===== config.mk =====
export PLATFORM = sky130hd
export DESIGN_NAME = sram_port_arbiter_flat
export DESIGN_NICKNAME = d
export VERILOG_FILES = /design/src/rtl/sram_port_arbiter_if.sv /design/src/rtl/sram_port_arbiter.sv /design/src/flat_wrapper.sv
export SDC_FILE = /design/constraint.sdc
export NUM_CORES = 1
export LEC_CHECK = 0
export CORE_ASPECT_RATIO = 1.4
export CORE_MARGIN = 2
export CORE_UTILIZATION = 43
export CTS_CLUSTER_DIAMETER = 100
export DETAILED_ROUTE_END_ITERATION = 10
export GPL_TIMING_DRIVEN = 0
export PLACE_DENSITY = 0.73
export SYNTH_ARGS = -nofsm -noshare
export SYNTH_HDL_FRONTEND = slang
export SYNTH_SLANG_ARGS = --single-unit

===== constraint.sdc =====
create_clock -name i_clk -period 7.75 [get_ports i_clk]
set_input_delay 1.55 -clock i_clk [delete_from_list [all_inputs] [get_ports i_clk]]
set_output_delay 1.55 -clock i_clk [all_outputs]
set_load 0.05 [all_outputs]

===== src/rtl/sram_port_arbiter_if.sv =====
// IF/DM requester ports and off-chip SRAM pins of sram_port_arbiter.
// slave = arbiter side, master = requesters plus SRAM device.
interface sram_port_arbiter_if #(
    parameter int unsigned WADDR_W = 19
);
    logic               i_if_req;
    logic [WADDR_W-1:0] i_if_addr;
    logic               o_if_ready;
    logic [31:0]        o_if_rdata;
    logic               o_if_stall;

    logic               i_dm_req;
    logic               i_dm_we;
    logic [WADDR_W-1:0] i_dm_addr;
    logic [31:0]        i_dm_wdata;
    logic [3:0]         i_dm_be;
    logic               o_dm_ready;
    logic [31:0]        o_dm_rdata;
    logic               o_dm_stall;

    logic [WADDR_W:0]   o_SRAM_ADDR;
    logic [15:0]        o_SRAM_DQ;
    logic               o_SRAM_DQ_OE;
    logic [15:0]        i_SRAM_DQ;
    logic               o_SRAM_CE_N;
    logic               o_SRAM_OE_N;
    logic               o_SRAM_WE_N;
    logic               o_SRAM_LB_N;
    logic               o_SRAM_UB_N;

    modport slave (
        input  i_if_req, i_if_addr, i_dm_req, i_dm_we, i_dm_addr, i_dm_wdata, i_dm_be, i_SRAM_DQ,
        output o_if_ready, o_if_rdata, o_if_stall, o_dm_ready, o_dm_rdata, o_dm_stall,
        output o_SRAM_ADDR, o_SRAM_DQ, o_SRAM_DQ_OE,
        output o_SRAM_CE_N, o_SRAM_OE_N, o_SRAM_WE_N, o_SRAM_LB_N, o_SRAM_UB_N
    );

    modport master (
        output i_if_req, i_if_addr, i_dm_req, i_dm_we, i_dm_addr, i_dm_wdata, i_dm_be, i_SRAM_DQ,
        input  o_if_ready, o_if_rdata, o_if_stall, o_dm_ready, o_dm_rdata, o_dm_stall,
        input  o_SRAM_ADDR, o_SRAM_DQ, o_SRAM_DQ_OE,
        input  o_SRAM_CE_N, o_SRAM_OE_N, o_SRAM_WE_N, o_SRAM_LB_N, o_SRAM_UB_N
    );
endinterface


===== src/rtl/sram_port_arbiter.sv =====
// Shares one 16-bit SRAM between IF and DM ports; each 32-bit access is two half-word phases.
// Define SRAM_ARB_RR_EN for round-robin arbitration; default is fixed DM-over-IF priority.
module sram_port_arbiter #(
    parameter int unsigned ACC_CYC = 2,
    parameter int unsigned WADDR_W = 19
) (
    input  logic               i_clk,
    input  logic               i_rst_n,
    sram_port_arbiter_if.slave bus
);
    localparam int unsigned CNT_W  = 4;
    localparam int unsigned DATA_W = 32;
    localparam int unsigned HALF_W = 16;
    localparam int unsigned BE_W   = 4;
    localparam logic [CNT_W-1:0] CNT_LAST = CNT_W'(ACC_CYC - 1);

    typedef enum logic [1:0] {ST_IDLE, ST_LO, ST_HI, ST_DONE} state_t;

    state_t             state_q, state_d;
    logic [CNT_W-1:0]   cnt_q, cnt_d;
    logic               gnt_dm_q, gnt_dm_d;
    logic               we_q, we_d;
    logic [WADDR_W-1:0] addr_q, addr_d;
    logic [DATA_W-1:0]  wdata_q, wdata_d;
    logic [BE_W-1:0]    be_q, be_d;

    logic               any_req_c, pick_dm_c, phase_last_c, half_hi_c;

    logic               ce_n_q, oe_n_q, we_n_q, lb_n_q, ub_n_q, dq_oe_q;
    logic               ce_n_d, oe_n_d, we_n_d, lb_n_d, ub_n_d, dq_oe_d;
    logic [WADDR_W:0]   sram_addr_q, sram_addr_d;
    logic [HALF_W-1:0]  dq_q, dq_d;
    logic               if_ready_q, if_ready_d, dm_ready_q, dm_ready_d;
    logic [HALF_W-1:0]  rd_lo_q;
    logic [DATA_W-1:0]  if_rdata_q, dm_rdata_q;

    assign any_req_c    = bus.i_if_req | bus.i_dm_req;
    assign phase_last_c = (cnt_q == CNT_LAST);
    assign half_hi_c    = (state_d == ST_HI);

`ifdef SRAM_ARB_RR_EN
    // last_dm_q = 1 when DM was granted most recently; the other port wins a tie
    logic last_dm_q;
    assign pick_dm_c = bus.i_dm_req & (~bus.i_if_req | ~last_dm_q);

    always_ff @(posedge i_clk or negedge i_rst_n) begin
        if (!i_rst_n)                              last_dm_q <= 1'b0;
        else if (state_q == ST_IDLE && any_req_c)  last_dm_q <= pick_dm_c;
    end
`else
    assign pick_dm_c = bus.i_dm_req;
`endif

    // State register
    always_ff @(posedge i_clk or negedge i_rst_n) begin
        if (!i_rst_n) begin
            state_q  <= ST_IDLE;
            cnt_q    <= '0;
            gnt_dm_q <= 1'b0;
            we_q     <= 1'b0;
            addr_q   <= '0;
            wdata_q  <= '0;
            be_q     <= '0;
        end else begin
            state_q  <= state_d;
            cnt_q    <= cnt_d;
            gnt_dm_q <= gnt_dm_d;
            we_q     <= we_d;
            addr_q   <= addr_d;
            wdata_q  <= wdata_d;
            be_q     <= be_d;
        end
    end

    // Next state; write phases with no enabled byte are skipped
    always_comb begin
        state_d  = state_q;
        cnt_d    = cnt_q;
        gnt_dm_d = gnt_dm_q;
        we_d     = we_q;
        addr_d   = addr_q;
        wdata_d  = wdata_q;
        be_d     = be_q;
        unique case (state_q)
            ST_IDLE: begin
                if (any_req_c) begin
                    gnt_dm_d = pick_dm_c;
                    we_d     = pick_dm_c & bus.i_dm_we;
                    addr_d   = pick_dm_c ? bus.i_dm_addr : bus.i_if_addr;
                    wdata_d  = bus.i_dm_wdata;
                    be_d     = (pick_dm_c & bus.i_dm_we) ? bus.i_dm_be : {BE_W{1'b1}};
                    cnt_d    = '0;
                    if (be_d[1:0] != 2'b00)      state_d = ST_LO;
                    else if (be_d[3:2] != 2'b00) state_d = ST_HI;
                    else                         state_d = ST_DONE;
                end
            end
            ST_LO: begin
                if (phase_last_c) begin
                    cnt_d   = '0;
                    state_d = (be_q[3:2] != 2'b00) ? ST_HI : ST_DONE;
                end else begin
                    cnt_d = cnt_q + CNT_W'(1);
                end
            end
            ST_HI: begin
                if (phase_last_c) begin
                    cnt_d   = '0;
                    state_d = ST_DONE;
                end else begin
                    cnt_d = cnt_q + CNT_W'(1);
                end
            end
            ST_DONE: state_d = ST_IDLE;
            default: state_d = ST_IDLE;
        endcase
    end

    // Output decode from the next state so pins are registered yet aligned with the phase
    always_comb begin
        ce_n_d      = 1'b1;
        oe_n_d      = 1'b1;
        we_n_d      = 1'b1;
        lb_n_d      = 1'b1;
        ub_n_d      = 1'b1;
        dq_oe_d     = 1'b0;
        sram_addr_d = sram_addr_q;
        dq_d        = dq_q;
        if_ready_d  = 1'b0;
        dm_ready_d  = 1'b0;
        if (state_d == ST_LO || state_d == ST_HI) begin
            ce_n_d      = 1'b0;
            sram_addr_d = {addr_d, half_hi_c};
            if (we_d) begin
                dq_oe_d = 1'b1;
                we_n_d  = (cnt_d == CNT_LAST);
                dq_d    = half_hi_c ? wdata_d[31:16] : wdata_d[15:0];
                lb_n_d  = ~(half_hi_c ? be_d[2] : be_d[0]);
                ub_n_d  = ~(half_hi_c ? be_d[3] : be_d[1]);
            end else begin
                oe_n_d = 1'b0;
                lb_n_d = 1'b0;
                ub_n_d = 1'b0;
            end
        end
        if (state_d == ST_DONE) begin
            if_ready_d = ~gnt_dm_d;
            dm_ready_d = gnt_dm_d;
        end
    end

    always_ff @(posedge i_clk or negedge i_rst_n) begin
        if (!i_rst_n) begin
            ce_n_q      <= 1'b1;
            oe_n_q      <= 1'b1;
            we_n_q      <= 1'b1;
            lb_n_q      <= 1'b1;
            ub_n_q      <= 1'b1;
            dq_oe_q     <= 1'b0;
            sram_addr_q <= '0;
            dq_q        <= '0;
            if_ready_q  <= 1'b0;
            dm_ready_q  <= 1'b0;
        end else begin
            ce_n_q      <= ce_n_d;
            oe_n_q      <= oe_n_d;
            we_n_q      <= we_n_d;
            lb_n_q      <= lb_n_d;
            ub_n_q      <= ub_n_d;
            dq_oe_q     <= dq_oe_d;
            sram_addr_q <= sram_addr_d;
            dq_q        <= dq_d;
            if_ready_q  <= if_ready_d;
            dm_ready_q  <= dm_ready_d;
        end
    end

    // Read data captured on the last cycle of each phase; writes leave rdata untouched
    always_ff @(posedge i_clk or negedge i_rst_n) begin
        if (!i_rst_n) begin
            rd_lo_q    <= '0;
            if_rdata_q <= '0;
            dm_rdata_q <= '0;
        end else if (!we_q && phase_last_c) begin
            if (state_q == ST_LO) rd_lo_q <= bus.i_SRAM_DQ;
            if (state_q == ST_HI) begin
                if (gnt_dm_q) dm_rdata_q <= {bus.i_SRAM_DQ, rd_lo_q};
                else          if_rdata_q <= {bus.i_SRAM_DQ, rd_lo_q};
            end
        end
    end

    assign bus.o_if_ready   = if_ready_q;
    assign bus.o_dm_ready   = dm_ready_q;
    assign bus.o_if_rdata   = if_rdata_q;
    assign bus.o_dm_rdata   = dm_rdata_q;
    assign bus.o_if_stall   = bus.i_if_req & ~if_ready_q;
    assign bus.o_dm_stall   = bus.i_dm_req & ~dm_ready_q;
    assign bus.o_SRAM_ADDR  = sram_addr_q;
    assign bus.o_SRAM_DQ    = dq_q;
    assign bus.o_SRAM_DQ_OE = dq_oe_q;
    assign bus.o_SRAM_CE_N  = ce_n_q;
    assign bus.o_SRAM_OE_N  = oe_n_q;
    assign bus.o_SRAM_WE_N  = we_n_q;
    assign bus.o_SRAM_LB_N  = lb_n_q;
    assign bus.o_SRAM_UB_N  = ub_n_q;
endmodule


===== src/flat_wrapper.sv =====
// flat-port wrapper written by rule: the top's interface ports become plain ports
module sram_port_arbiter_flat 
#(
    parameter int unsigned ACC_CYC = 2,
    parameter int unsigned WADDR_W = 19
)
  (i_clk, i_rst_n, bus_i_if_req, bus_i_if_addr, bus_i_dm_req, bus_i_dm_we, bus_i_dm_addr, bus_i_dm_wdata, bus_i_dm_be, bus_i_SRAM_DQ, bus_o_if_ready, bus_o_if_rdata, bus_o_if_stall, bus_o_dm_ready, bus_o_dm_rdata, bus_o_dm_stall, bus_o_SRAM_ADDR, bus_o_SRAM_DQ, bus_o_SRAM_DQ_OE, bus_o_SRAM_CE_N, bus_o_SRAM_OE_N, bus_o_SRAM_WE_N, bus_o_SRAM_LB_N, bus_o_SRAM_UB_N);
  sram_port_arbiter_if #(.WADDR_W(WADDR_W)) bus_i ();
  input  logic i_clk;
  input  logic i_rst_n;
  input wire logic [$bits(bus_i.i_if_req)-1:0] bus_i_if_req;
  input wire logic [$bits(bus_i.i_if_addr)-1:0] bus_i_if_addr;
  input wire logic [$bits(bus_i.i_dm_req)-1:0] bus_i_dm_req;
  input wire logic [$bits(bus_i.i_dm_we)-1:0] bus_i_dm_we;
  input wire logic [$bits(bus_i.i_dm_addr)-1:0] bus_i_dm_addr;
  input wire logic [$bits(bus_i.i_dm_wdata)-1:0] bus_i_dm_wdata;
  input wire logic [$bits(bus_i.i_dm_be)-1:0] bus_i_dm_be;
  input wire logic [$bits(bus_i.i_SRAM_DQ)-1:0] bus_i_SRAM_DQ;
  output wire logic [$bits(bus_i.o_if_ready)-1:0] bus_o_if_ready;
  output wire logic [$bits(bus_i.o_if_rdata)-1:0] bus_o_if_rdata;
  output wire logic [$bits(bus_i.o_if_stall)-1:0] bus_o_if_stall;
  output wire logic [$bits(bus_i.o_dm_ready)-1:0] bus_o_dm_ready;
  output wire logic [$bits(bus_i.o_dm_rdata)-1:0] bus_o_dm_rdata;
  output wire logic [$bits(bus_i.o_dm_stall)-1:0] bus_o_dm_stall;
  output wire logic [$bits(bus_i.o_SRAM_ADDR)-1:0] bus_o_SRAM_ADDR;
  output wire logic [$bits(bus_i.o_SRAM_DQ)-1:0] bus_o_SRAM_DQ;
  output wire logic [$bits(bus_i.o_SRAM_DQ_OE)-1:0] bus_o_SRAM_DQ_OE;
  output wire logic [$bits(bus_i.o_SRAM_CE_N)-1:0] bus_o_SRAM_CE_N;
  output wire logic [$bits(bus_i.o_SRAM_OE_N)-1:0] bus_o_SRAM_OE_N;
  output wire logic [$bits(bus_i.o_SRAM_WE_N)-1:0] bus_o_SRAM_WE_N;
  output wire logic [$bits(bus_i.o_SRAM_LB_N)-1:0] bus_o_SRAM_LB_N;
  output wire logic [$bits(bus_i.o_SRAM_UB_N)-1:0] bus_o_SRAM_UB_N;
  assign bus_i.i_if_req = bus_i_if_req;
  assign bus_i.i_if_addr = bus_i_if_addr;
  assign bus_i.i_dm_req = bus_i_dm_req;
  assign bus_i.i_dm_we = bus_i_dm_we;
  assign bus_i.i_dm_addr = bus_i_dm_addr;
  assign bus_i.i_dm_wdata = bus_i_dm_wdata;
  assign bus_i.i_dm_be = bus_i_dm_be;
  assign bus_i.i_SRAM_DQ = bus_i_SRAM_DQ;
  assign bus_o_if_ready = bus_i.o_if_ready;
  assign bus_o_if_rdata = bus_i.o_if_rdata;
  assign bus_o_if_stall = bus_i.o_if_stall;
  assign bus_o_dm_ready = bus_i.o_dm_ready;
  assign bus_o_dm_rdata = bus_i.o_dm_rdata;
  assign bus_o_dm_stall = bus_i.o_dm_stall;
  assign bus_o_SRAM_ADDR = bus_i.o_SRAM_ADDR;
  assign bus_o_SRAM_DQ = bus_i.o_SRAM_DQ;
  assign bus_o_SRAM_DQ_OE = bus_i.o_SRAM_DQ_OE;
  assign bus_o_SRAM_CE_N = bus_i.o_SRAM_CE_N;
  assign bus_o_SRAM_OE_N = bus_i.o_SRAM_OE_N;
  assign bus_o_SRAM_WE_N = bus_i.o_SRAM_WE_N;
  assign bus_o_SRAM_LB_N = bus_i.o_SRAM_LB_N;
  assign bus_o_SRAM_UB_N = bus_i.o_SRAM_UB_N;
  sram_port_arbiter #(.ACC_CYC(ACC_CYC), .WADDR_W(WADDR_W)) u_core (.i_clk(i_clk), .i_rst_n(i_rst_n), .bus(bus_i));
endmodule

==> impl_metrics.ini <==
[timing]
max_clock_freq_ghz = 0.1906
timing.final.crit_period_ns = 5.246
fin_hold_viols = 0
final_max_slew_viol_count = 0
timing.max_slew.rel_slack_pct = 60.53
finalSetupViolations = 0
timing.setup.tns_ns = 0
worst_path_setup_slack_after_routing_ns = 2.504
rsz_0062_raised_after_global_routing = no
clock_skew_ns = 0.007033
period_share_pct = 67.70
worst-slew-pin-transition_ns = 0.5920

[critical_path]
crit_path_cell_trace = clkdlybuf4s50_1, buf_2, buf_2, nor2b_1, clkdlybuf4s50_1
critical-path-max-stage-delay_ns = 0.80
arrival_ns = 3.70
r2r_start = u_core.state_q[0]$_DFF_PN0_
path_depth = 5
reg2reg_capture_point = u_core.bus.o_SRAM_DQ[10]$_DFFE_PN0P_
worstPathBufferInverterCount = 4
crit_required_ns = 6.20
r2r_cells = 12
reg2reg_slack_ns = 3.93
crit_end = bus_o_dm_stall
critPathCaptureType = output port
timing.setup.critical_path_class = primary input to output port
timing.critical_path.max_delay_family = buffers and inverters
crit_path_top_delay_cell = sky130_fd_sc_hd__clkdlybuf4s50_1
path_max_fanout = 10
cp-start-kind = primary input
critPathLaunch = bus_i_dm_req

[global_route]
first_pass_grt_wire_length_um = 29630
globalRouteOverflowTotal = 0
grt_usage_pct = 19.48
antenna_found_initial = 0
via_count_of_the_first_global_routing_pass = 5658
grt_start_max_net_pins = 123

[floorplan]
fp-row-count = 58
fp.coreArea_sq_mm = 0.01792
die_w_um = 117.9
initial_utilization_pct = 43.59
die_h_um = 163.5
ports_placed_on_the_boundary = 205
fp.dieArea_sq_mm = 0.01928

[finish]
final_cell_area_sq_mm = 0.01083
total_area_of_sequential_cells_sq_mm = 0.004686
insertedDiodeCount = 0
syn2layout_area_growth_pct = 38.61
layout.filler_cells = 1405
multi_input_comb_area_sq_mm = 0.002919
final_layout_size_suffix_gt1_share_pct = 25.38
post-route-util_pct = 60.41
design.final.nets = 870

[logic_synthesis]
synthesis.nets = 646
ys_seq_elements = 187
dominant_cell_by_count_in_the_synthesized_netlist = sky130_fd_sc_hd__dfrtp_1
yosys-top-cells-count = 182 x sky130_fd_sc_hd__dfrtp_1, 74 x sky130_fd_sc_hd__mux2_2, 60 x sky130_fd_sc_hd__mux2_4, 39 x sky130_fd_sc_hd__nor2_1, 38 x sky130_fd_sc_hd__o21ai_0
synth-edff-count = 0
yosys.area.top_type_share_pct = 58.30
synth_area_sq_mm = 0.007812
synth.top_cells.by_area = sky130_fd_sc_hd__dfrtp_1 58%, sky130_fd_sc_hd__mux2_4 12%, sky130_fd_sc_hd__mux2_2 11%, sky130_fd_sc_hd__mux2i_1 2.6%, sky130_fd_sc_hd__o21ai_0 2.4%
synth_top_flop_cell = sky130_fd_sc_hd__dfrtp_1
yosysUniqueCellTypes = 42
netlist.top_cell.by_area = sky130_fd_sc_hd__dfrtp_1
synth_area_per_cell_sq_um = 14.39
sequential_share_of_the_synthesized_area_pct = 59.98
async_reset_ff_share_pct = 100.0
yosysWarningCount = 0
synthCells = 543

[routing]
dr.pass1.iters = 4
wirelength_um = 18200
detail_routed_net_length_per_standard_cell_um = 17.84
vias_per_std_cell = 5.076
drtIter0Drc = 312
routed-via-count = 5178
ant_nets = 0
detail_route.drc_violations = 0

[run_status]
status = finished clean

[pwr]
peakVddDrop_mv = 0.3264
fin_total_pwr_mw = 5.775
standby_leakage_power_nw = 4.891
power_density_mw_per_mm2 = 533.3

[clock_network]
cts_hold_buffers = 0
tritoncts_clock_tree = done
cts_inserted_buffers = 17
post_cts_resized = 0
cts.clk_slew.worst_paths_ns = 0.07
clock_tree.root_cell = sky130_fd_sc_hd__clkbuf_16
clock_sink_count = 187
clock_insertion_delay_worst_skew_ns = 0.43
post-cts-setup-buffers = 0
clock_tree.htree_level_count = 4
max-clock-path-buffers = 2

[placement]
instance_area_after_placement_sq_mm = 0.01019
gp_routability_congestion = 0.8017
buffer_ports.inserted = 204
place_worst_setup_slack_ns = 2.477
hpwl_um = 13600

[run]
cap_viol_max_count = 0

[hold_path]
hold_path.class = flop to flop
## registers in the layout (all words and copies together), names as in the netlist, 2 cells and up
register and count:
u_core.addr_q 19, u_core.bus.o_if_rdata 32, u_core.cnt_q 4, u_core.be_q 4, u_core.bus.o_SRAM_ADDR 20, u_core.wdata_q 32, u_core.rd_lo_q 16, u_core.state_q 2
u_core.bus.o_dm_rdata 32, u_core.bus.o_SRAM_DQ 16
## stage by stage
stage / instances / hold slack (ns)
floorplan: 543 / 0.4493
global placement: 987 / 0.4637
detailed placement: 988 / 0.4721
CTS: 1020 / 0.4890
global route: 1020 / 0.5057
finish: 1020 / 0.4866
## layout make-up
type / count / area share (%)
repair buffers: 205 / 19.16
clock buffers: 18 / 4.055
multi-input cells: 318 / 26.96
plain buffers: 28 / 1.571
clock inverters: 14 / 1.872
flip-flops and latches: 187 / 43.27
inverters: 10 / 0.3466
well taps: 240 / 2.773
## metal layers
| layer | vias to the layer above | share of wire (%) | GRT usage, % |
|---|---|---|---|
| li1 | 2366 | - | - |
| met1 | 2620 | 39 | 22.14 |
| met2 | 182 | 53 | 35.28 |
| met3 | 10 | 7.5 | 5.936 |
| met4 | 0 | 0.72 | 5.696 |
| met5 | - | 0 | 0 |
## cells by family after synthesis
kind of cell,share of synthesized area (%)
AO/OA/AOI/OAI,5.974
adder cells (fa/ha/maj),1.281
buffers and inverters,2.659
flip-flops,59.98
multiplexers,24.76
AND/OR/NAND/NOR,5.349
## worst reg2reg max path, stage by stage (launching register included)
cell and delay (ns):
sky130_fd_sc_hd__dfrtp_1 0.42, sky130_fd_sc_hd__inv_1 0.10, sky130_fd_sc_hd__ha_1 0.30, sky130_fd_sc_hd__clkbuf_1 0.38
sky130_fd_sc_hd__nor2_1 0.15, sky130_fd_sc_hd__a22o_1 0.22, sky130_fd_sc_hd__a221oi_1 0.42, sky130_fd_sc_hd__ha_1 0.23
sky130_fd_sc_hd__clkbuf_1 0.43, sky130_fd_sc_hd__clkinv_1 0.42, sky130_fd_sc_hd__clkbuf_1 0.35, sky130_fd_sc_hd__nor2_1 0.20
sky130_fd_sc_hd__o31ai_1 0.09
## power breakdown
part	internal [mW]	total (mW)	leakage [nW]	switching, mW
clock	0.532	0.929	0.312	0.397
sequential	1.48	1.72	2.24	0.246
combinational	1.25	3.12	2.34	1.87
total	3.26	5.77	4.89	2.52
## layout by cell type, fill, tap and decap left out, types with 4 or more instances in the layout
cell type / Yosys / layout
sky130_fd_sc_hd__nand4b_1: 4 / 4
sky130_fd_sc_hd__buf_6: 7 / 7
sky130_fd_sc_hd__dfstp_2: 5 / 5
sky130_fd_sc_hd__buf_2: 10 / 10
sky130_fd_sc_hd__ha_1: 8 / 8
sky130_fd_sc_hd__mux2_2: 74 / 74
sky130_fd_sc_hd__o31ai_1: 16 / 16
sky130_fd_sc_hd__o21a_1: 5 / 5
sky130_fd_sc_hd__nor2_1: 39 / 39
sky130_fd_sc_hd__clkbuf_1: 11 / 11
sky130_fd_sc_hd__mux2i_1: 20 / 20
sky130_fd_sc_hd__inv_8: 0 / 4
sky130_fd_sc_hd__nand2_1: 23 / 23
sky130_fd_sc_hd__mux2_4: 60 / 60
sky130_fd_sc_hd__dfrtp_1: 182 / 182
sky130_fd_sc_hd__clkbuf_16: 0 / 17
sky130_fd_sc_hd__clkdlybuf4s50_1: 0 / 203
sky130_fd_sc_hd__inv_1: 8 / 8
sky130_fd_sc_hd__o21ai_0: 38 / 38
## worst min path at each step
stage                                 from                          end  slack, ns  cells after the start
3_3_place_gp   u_core.addr_q[11]$_DFF_PN0_  u_core.addr_q[11]$_DFF_PN0_       0.46                      2
3_5_place_dp   u_core.addr_q[15]$_DFF_PN0_  u_core.addr_q[15]$_DFF_PN0_       0.47                      2
2_1_floorplan   u_core.addr_q[0]$_DFF_PN0_   u_core.addr_q[0]$_DFF_PN0_       0.45                      2
5_1_grt        u_core.addr_q[15]$_DFF_PN0_  u_core.addr_q[15]$_DFF_PN0_       0.51                      2
6_report       u_core.addr_q[17]$_DFF_PN0_  u_core.addr_q[17]$_DFF_PN0_       0.49                      2
4_1_cts        u_core.addr_q[15]$_DFF_PN0_  u_core.addr_q[15]$_DFF_PN0_       0.49                      2
Power figures use the tool's default switching activity.
